==> config.mk <==
export PLATFORM = sky130hd
export DESIGN_NAME = hazard_tracker
export DESIGN_NICKNAME = d
export VERILOG_FILES = /design/src/rtl/hazard_pkg.sv /design/src/rtl/hazard_match.sv /design/src/rtl/hazard_tracker.sv
export SDC_FILE = /design/constraint.sdc
export NUM_CORES = 1
export LEC_CHECK = 0
export CAP_MARGIN = 20
export CORE_ASPECT_RATIO = 1.25
export CORE_MARGIN = 8
export CORE_UTILIZATION = 54
export CTS_BUF_LIST = sky130_fd_sc_hd__clkbuf_4
export DETAILED_ROUTE_END_ITERATION = 10
export HOLD_SLACK_MARGIN = 0.02
export PLACE_DENSITY_LB_ADDON = 0.2
export SYNTH_ARGS = -nofsm -noshare
export SYNTH_HDL_FRONTEND = slang
export SYNTH_SLANG_ARGS = --single-unit
==> constraint.sdc <==
create_clock -name clk -period 4.5 [get_ports clk]
set_clock_uncertainty 0.2 [all_clocks]
set_input_delay 1.35 -clock clk [delete_from_list [all_inputs] [get_ports clk]]
set_output_delay 1.35 -clock clk [all_outputs]
set_load 0.01 [all_outputs]
==> src/rtl/hazard_pkg.sv <==
// Shared types, encodings and helpers for the pipeline hazard tracker.
package hazard_pkg;

  localparam logic [1:0] TNEW_NONE = 2'd3;
  localparam logic [1:0] TUSE_NONE = 2'd3;

  // D-stage operand sources
  localparam logic [1:0] FWD_D_RF = 2'd0;
  localparam logic [1:0] FWD_D_E  = 2'd1;
  localparam logic [1:0] FWD_D_M  = 2'd2;

  // E-stage operand sources
  localparam logic [1:0] FWD_E_REG = 2'd0;
  localparam logic [1:0] FWD_E_M   = 2'd1;
  localparam logic [1:0] FWD_E_W   = 2'd2;

  typedef struct packed {
    logic [4:0] dst;
    logic [1:0] tnew;
  } stage_rec_t;

  localparam stage_rec_t BUBBLE = '{dst: 5'd0, tnew: TNEW_NONE};

  // A stage produces r only for a real, non-zero destination with a pending write.
  function automatic logic writes(input stage_rec_t s, input logic [4:0] r);
    return (s.dst == r) && (r != 5'd0) && (s.tnew != TNEW_NONE);
  endfunction

  // Tnew counts down toward 0 and stays there; "no write" stays "no write".
  function automatic logic [1:0] tnew_dec(input logic [1:0] t);
    if (t == TNEW_NONE || t == 2'd0) return t;
    return t - 2'd1;
  endfunction

  function automatic stage_rec_t age(input stage_rec_t s);
    stage_rec_t r;
    r.dst  = s.dst;
    r.tnew = tnew_dec(s.tnew);
    return r;
  endfunction

endpackage

==> src/rtl/hazard_match.sv <==
// Per-operand hazard check for the D stage against the E and M scoreboard
// entries. E is the nearer producer, so when E writes the register M is ignored.
module hazard_match
  import hazard_pkg::*;
(
  input  logic [4:0] src_reg,
  input  logic [1:0] tuse,
  input  stage_rec_t rec_e,
  input  stage_rec_t rec_m,
  output logic       stall_req,
  output logic [1:0] fwd_sel
);

  logic hit_e;
  logic hit_m;
  logic reads;

  assign hit_e = writes(rec_e, src_reg);
  assign hit_m = writes(rec_m, src_reg);
  assign reads = (tuse != TUSE_NONE);

  // Nearest producer decides both the stall and the forward source.
  always_comb begin
    stall_req = 1'b0;
    fwd_sel   = FWD_D_RF;
    if (hit_e) begin
      if (rec_e.tnew == 2'd0) fwd_sel = FWD_D_E;
      if (reads && (rec_e.tnew > tuse)) stall_req = 1'b1;
    end else if (hit_m) begin
      if (rec_m.tnew == 2'd0) fwd_sel = FWD_D_M;
      if (reads && (rec_m.tnew > tuse)) stall_req = 1'b1;
    end
  end

endmodule

==> src/rtl/hazard_tracker.sv <==
// Tnew/Tuse scoreboard for a 5-stage pipeline: tracks E/M/W producers,
// raises the D-stage stall, drives forwarding selects and counts stall cycles.
module hazard_tracker
  import hazard_pkg::*;
#(
  parameter int CNT_W = 16
) (
  input  logic             clk,
  input  logic             rst_n,
  input  logic [4:0]       rs_d,
  input  logic [4:0]       rt_d,
  input  logic [1:0]       tuse_rs,
  input  logic [1:0]       tuse_rt,
  input  logic [4:0]       dst_d,
  input  logic [1:0]       tnew_d,
  input  logic             flush_e,
  output logic             stall,
  output logic [1:0]       fwd_rs_d,
  output logic [1:0]       fwd_rt_d,
  output logic [1:0]       fwd_rs_e,
  output logic [1:0]       fwd_rt_e,
  output logic             fwd_rt_m,
  output logic [CNT_W-1:0] stall_cnt
);

  localparam logic [CNT_W-1:0] CNT_MAX = {CNT_W{1'b1}};
  localparam logic [CNT_W-1:0] CNT_ONE = {{(CNT_W-1){1'b0}}, 1'b1};

  stage_rec_t rec_e;
  stage_rec_t rec_m;
  stage_rec_t rec_w;
  logic [4:0] rs_e;
  logic [4:0] rt_e;
  logic [4:0] rt_m;

  logic stall_rs;
  logic stall_rt;

  hazard_match u_match_rs (
    .src_reg   (rs_d),
    .tuse      (tuse_rs),
    .rec_e     (rec_e),
    .rec_m     (rec_m),
    .stall_req (stall_rs),
    .fwd_sel   (fwd_rs_d)
  );

  hazard_match u_match_rt (
    .src_reg   (rt_d),
    .tuse      (tuse_rt),
    .rec_e     (rec_e),
    .rec_m     (rec_m),
    .stall_req (stall_rt),
    .fwd_sel   (fwd_rt_d)
  );

  assign stall = stall_rs | stall_rt;

  // E-stage operand source: nearest of M then W, only once its result exists.
  function automatic logic [1:0] fwd_e_sel(input logic [4:0] r,
                                           input stage_rec_t m,
                                           input stage_rec_t w);
    if (writes(m, r)) return (m.tnew == 2'd0) ? FWD_E_M : FWD_E_REG;
    if (writes(w, r) && (w.tnew == 2'd0)) return FWD_E_W;
    return FWD_E_REG;
  endfunction

  // Forward selects for the E and M operand paths, all from registered state.
  always_comb begin
    fwd_rs_e = fwd_e_sel(rs_e, rec_m, rec_w);
    fwd_rt_e = fwd_e_sel(rt_e, rec_m, rec_w);
    fwd_rt_m = writes(rec_w, rt_m) && (rec_w.tnew == 2'd0);
  end

  // Pipeline advance of the scoreboard; a stall or flush drops a bubble into E.
  always_ff @(posedge clk) begin
    if (!rst_n) begin
      rec_e <= BUBBLE;
      rec_m <= BUBBLE;
      rec_w <= BUBBLE;
      rs_e  <= 5'd0;
      rt_e  <= 5'd0;
      rt_m  <= 5'd0;
    end else begin
      rec_w <= age(rec_m);
      rec_m <= age(rec_e);
      rt_m  <= rt_e;
      if (stall || flush_e) begin
        rec_e <= BUBBLE;
        rs_e  <= 5'd0;
        rt_e  <= 5'd0;
      end else begin
        rec_e <= '{dst: dst_d, tnew: tnew_d};
        rs_e  <= rs_d;
        rt_e  <= rt_d;
      end
    end
  end

  // Saturating count of stalled cycles.
  always_ff @(posedge clk) begin
    if (!rst_n) begin
      stall_cnt <= '0;
    end else if (stall && (stall_cnt != CNT_MAX)) begin
      stall_cnt <= stall_cnt + CNT_ONE;
    end
  end

endmodule

==> flow_summary.yaml <==
worst_setup_path:
  r2r_end: "stall_cnt[8]"
  reg2reg_from: "rec_e[2]"
  cp.arrival_ns: 2.97
  cp-startpoint: "rs_d[4]"
  crit_type: "in2out"
  r2r_cells: 9
  timing.reg2reg.setup_slack_ns: 1.57
  cp_max_fo: 3
  critPathRequiredTime_ns: 2.95
  end_kind: "output port"
  cp-start-kind: "input pin"
grt:
  antenna_found_initial: 0
  grt_max_degree: 28
  grt_overflow_total: 0
  grt_pass1_wl_um: 10800
  grt_pass1_vias: 2377
  grt_use_total: 0.173
clock_tree:
  clock-root-buffer: "clkbuf_4"
  clk_pin_slew_ns: 0.14
  cts_inserted_buffers: 5
  ctsHoldBuffers: 0
  htree_num_levels: 2
  clock_latency_ns: 0.37
  cts_tree: "yes"
  clock_sinks: 52
  clockBufferDepth: 2
final_layout:
  regArea_um2: 1040
  antennaDiodeCount: 0
  final.fill_count: 397
  drive_gt1_frac: 0.176
  syn2layout_area_growth_pct: 30.4
  layoutNonFillerInstCount: 432
  layout.cells.most_common: "dfxtp_1"
  multi_input_area_um2: 1740
  nNetsFinal: 406
  final_cell_mix: "52 x dfxtp_1, 34 x and2_1, 30 x xnor2_1, 30 x clkdlybuf4s50_1"
logic_synthesis:
  ys_seq_elements: 52
  yosys_warnings: 0
  syn_area_um2: 2750
  ys_types: 36
  syn_avg_cell_area_um2: 8.97
  synthArstFlopShare: 0
  synthFlopType: "dfxtp_1"
  syn_inst: 307
  synth_edf_count: 0
  synth_nets: 344
  ys_seq_area_frac: 0.378
hold_path:
  hold_path.startpoint: "stall_cnt[14]"
  holdPathStages: 2
  hold_end: "stall_cnt[14]"
  hold_class: "reg2reg"
detailed_routing:
  drt_iter0_drc: 107
  routed.top_layer: "met4"
  drc: 0
  drt-met1-wl_um: 2780
  met2_length_um: 3600
  wl_met3_um: 291
  postRouteAntennaNets: 0
  wl_per_cell_um: 15.8
  vias: 2411
  routed_wirelength_um: 6820
  drtPass1Iterations: 6
  viasPerCell: 5.58
status:
  violations: "negative setup slack"
  status: "finished with violations"
floorplan:
  core_um2: 5010
  start_util: 0.550
  die_width_um: 79.9
  fp-row-count: 29
  die_area_um2: 7660
  die_h_um: 95.8
  ios: 50
placement:
  dp_hpwl_um: 4920
  dp.cells: 421
  port_buffers: 49
  gp_congestion: 0.834
  dpl_worst_slack_ns: -0.742
timing:
  post-route-period-util: 1.00
  max_freq_mhz: 221
  min_period_ns: 4.52
  setup_ws_ns: -0.0181
  max_slew.worst_pin.slew_ns: 0.631
  rsz0062_at_grt: "true"
  relSlewSlack: 0.576
  setup_viol: 1
  hold_viol: 0
  drv_slew: 0
power_and_ir_drop:
  p_per_area_nw_per_um2: 231
  p_leak_uw: 0.00137
  ir_drop_v: 0.000155
run:
  drv_cap: 0
-- what timing repair did --
action,in CTS,in global routing
gates resized for setup,36,49
buffers inserted,0,3
pin swaps,7,15
setup endpoints to repair,5,4
-- worst max-delay path: stages --
cell     delay, ns
buf_4         0.13
xnor2_2       0.13
nand4_1       0.11
or4_4         0.50
and3_4        0.21
nor4_4        0.32
inv_2         0.08
buf_6         0.13
-- layer usage --
layer / track usage / vias to the layer above
li1: - / 1201
met1: 0.188 / 1138
met2: 0.318 / 57
met3: 0.0430 / 15
met4: 0.0608 / 0
met5: 0 / -
-- cells in the mapped netlist (6+ instances only) --
| master | instances | area [um2] |
|---|---|---|
| a21oi_1 | 18 | 90.1 |
| and2_1 | 35 | 219 |
| clkbuf_1 | 8 | 30.0 |
| dfxtp_1 | 52 | 1040 |
| ha_1 | 13 | 163 |
| inv_1 | 15 | 56.3 |
| nand2_1 | 19 | 71.3 |
| nand2b_1 | 6 | 37.5 |
| nand3_1 | 9 | 45.0 |
| nand4_1 | 7 | 43.8 |
| nor2_1 | 9 | 33.8 |
| nor4_1 | 9 | 56.3 |
| o31ai_1 | 7 | 52.6 |
| or4_1 | 14 | 105 |
| xnor2_1 | 34 | 298 |
| xor2_1 | 10 | 87.6 |
-- worst max path at each step --
stage / endpoint / slack (ns) / cells past startpoint
detailed placement: stall / -0.74 / 8
finish: stall / -0.02 / 8
global route: stall / -0.05 / 8
global placement: stall / -0.68 / 8
floorplan: stall / 0.20 / 6
CTS: stall / -0.15 / 9
-- stage by stage --
step	instance area, um2	utilization	TNS, ns	hold slack (ns)	total power, uW
after floorplan	2750	-	0	0.290	560
after global placement	3380	0.676	-2.44	0.270	607
after detailed placement	3380	0.676	-2.53	0.277	611
after CTS	3500	0.698	-0.148	0.297	817
after global routing	3590	0.717	-0.0540	0.310	867
final	3590	0.717	-0.0181	0.293	830
-- logic make-up after synthesis --
family / after synthesis / synth area share
buffers and inverters: 29 / 0.0436
AOI/OAI and AO/OA: 37 / 0.0854
adders and majority gates: 13 / 0.0591
and+or+nand+nor: 129 / 0.283
xor gates and xnor gates: 44 / 0.140
DFF: 52 / 0.378
muxes: 3 / 0.0109
-- where the power goes --
| part | leakage, uW | internal [uW] | switching (uW) |
|---|---|---|---|
| Sequential | 0.000423 | 473 | 15.3 |
| Combinational | 0.000912 | 70.4 | 57.1 |
| Clock | 0.0000293 | 65.9 | 148 |
| Total | 0.00137 | 610 | 220 |
-- cell type report --
type,instances,area share
Clock inverter,2,0.00314
Multi-Input combinational cell,226,0.485
Sequential cell,52,0.290
Tap cell,62,0.0216
Inverter,17,0.0178
Timing Repair Buffer,67,0.170
Clock buffer,6,0.0125
-- sequential cells by signal, indices dropped and copies added (netlist names) --
name	flops
rt_m	5
rec_w	7
stall_cnt	16
rec_m	7
rt_e	5
rs_e	5
rec_e	7
Note: power is estimated with default switching activity, not from simulation.
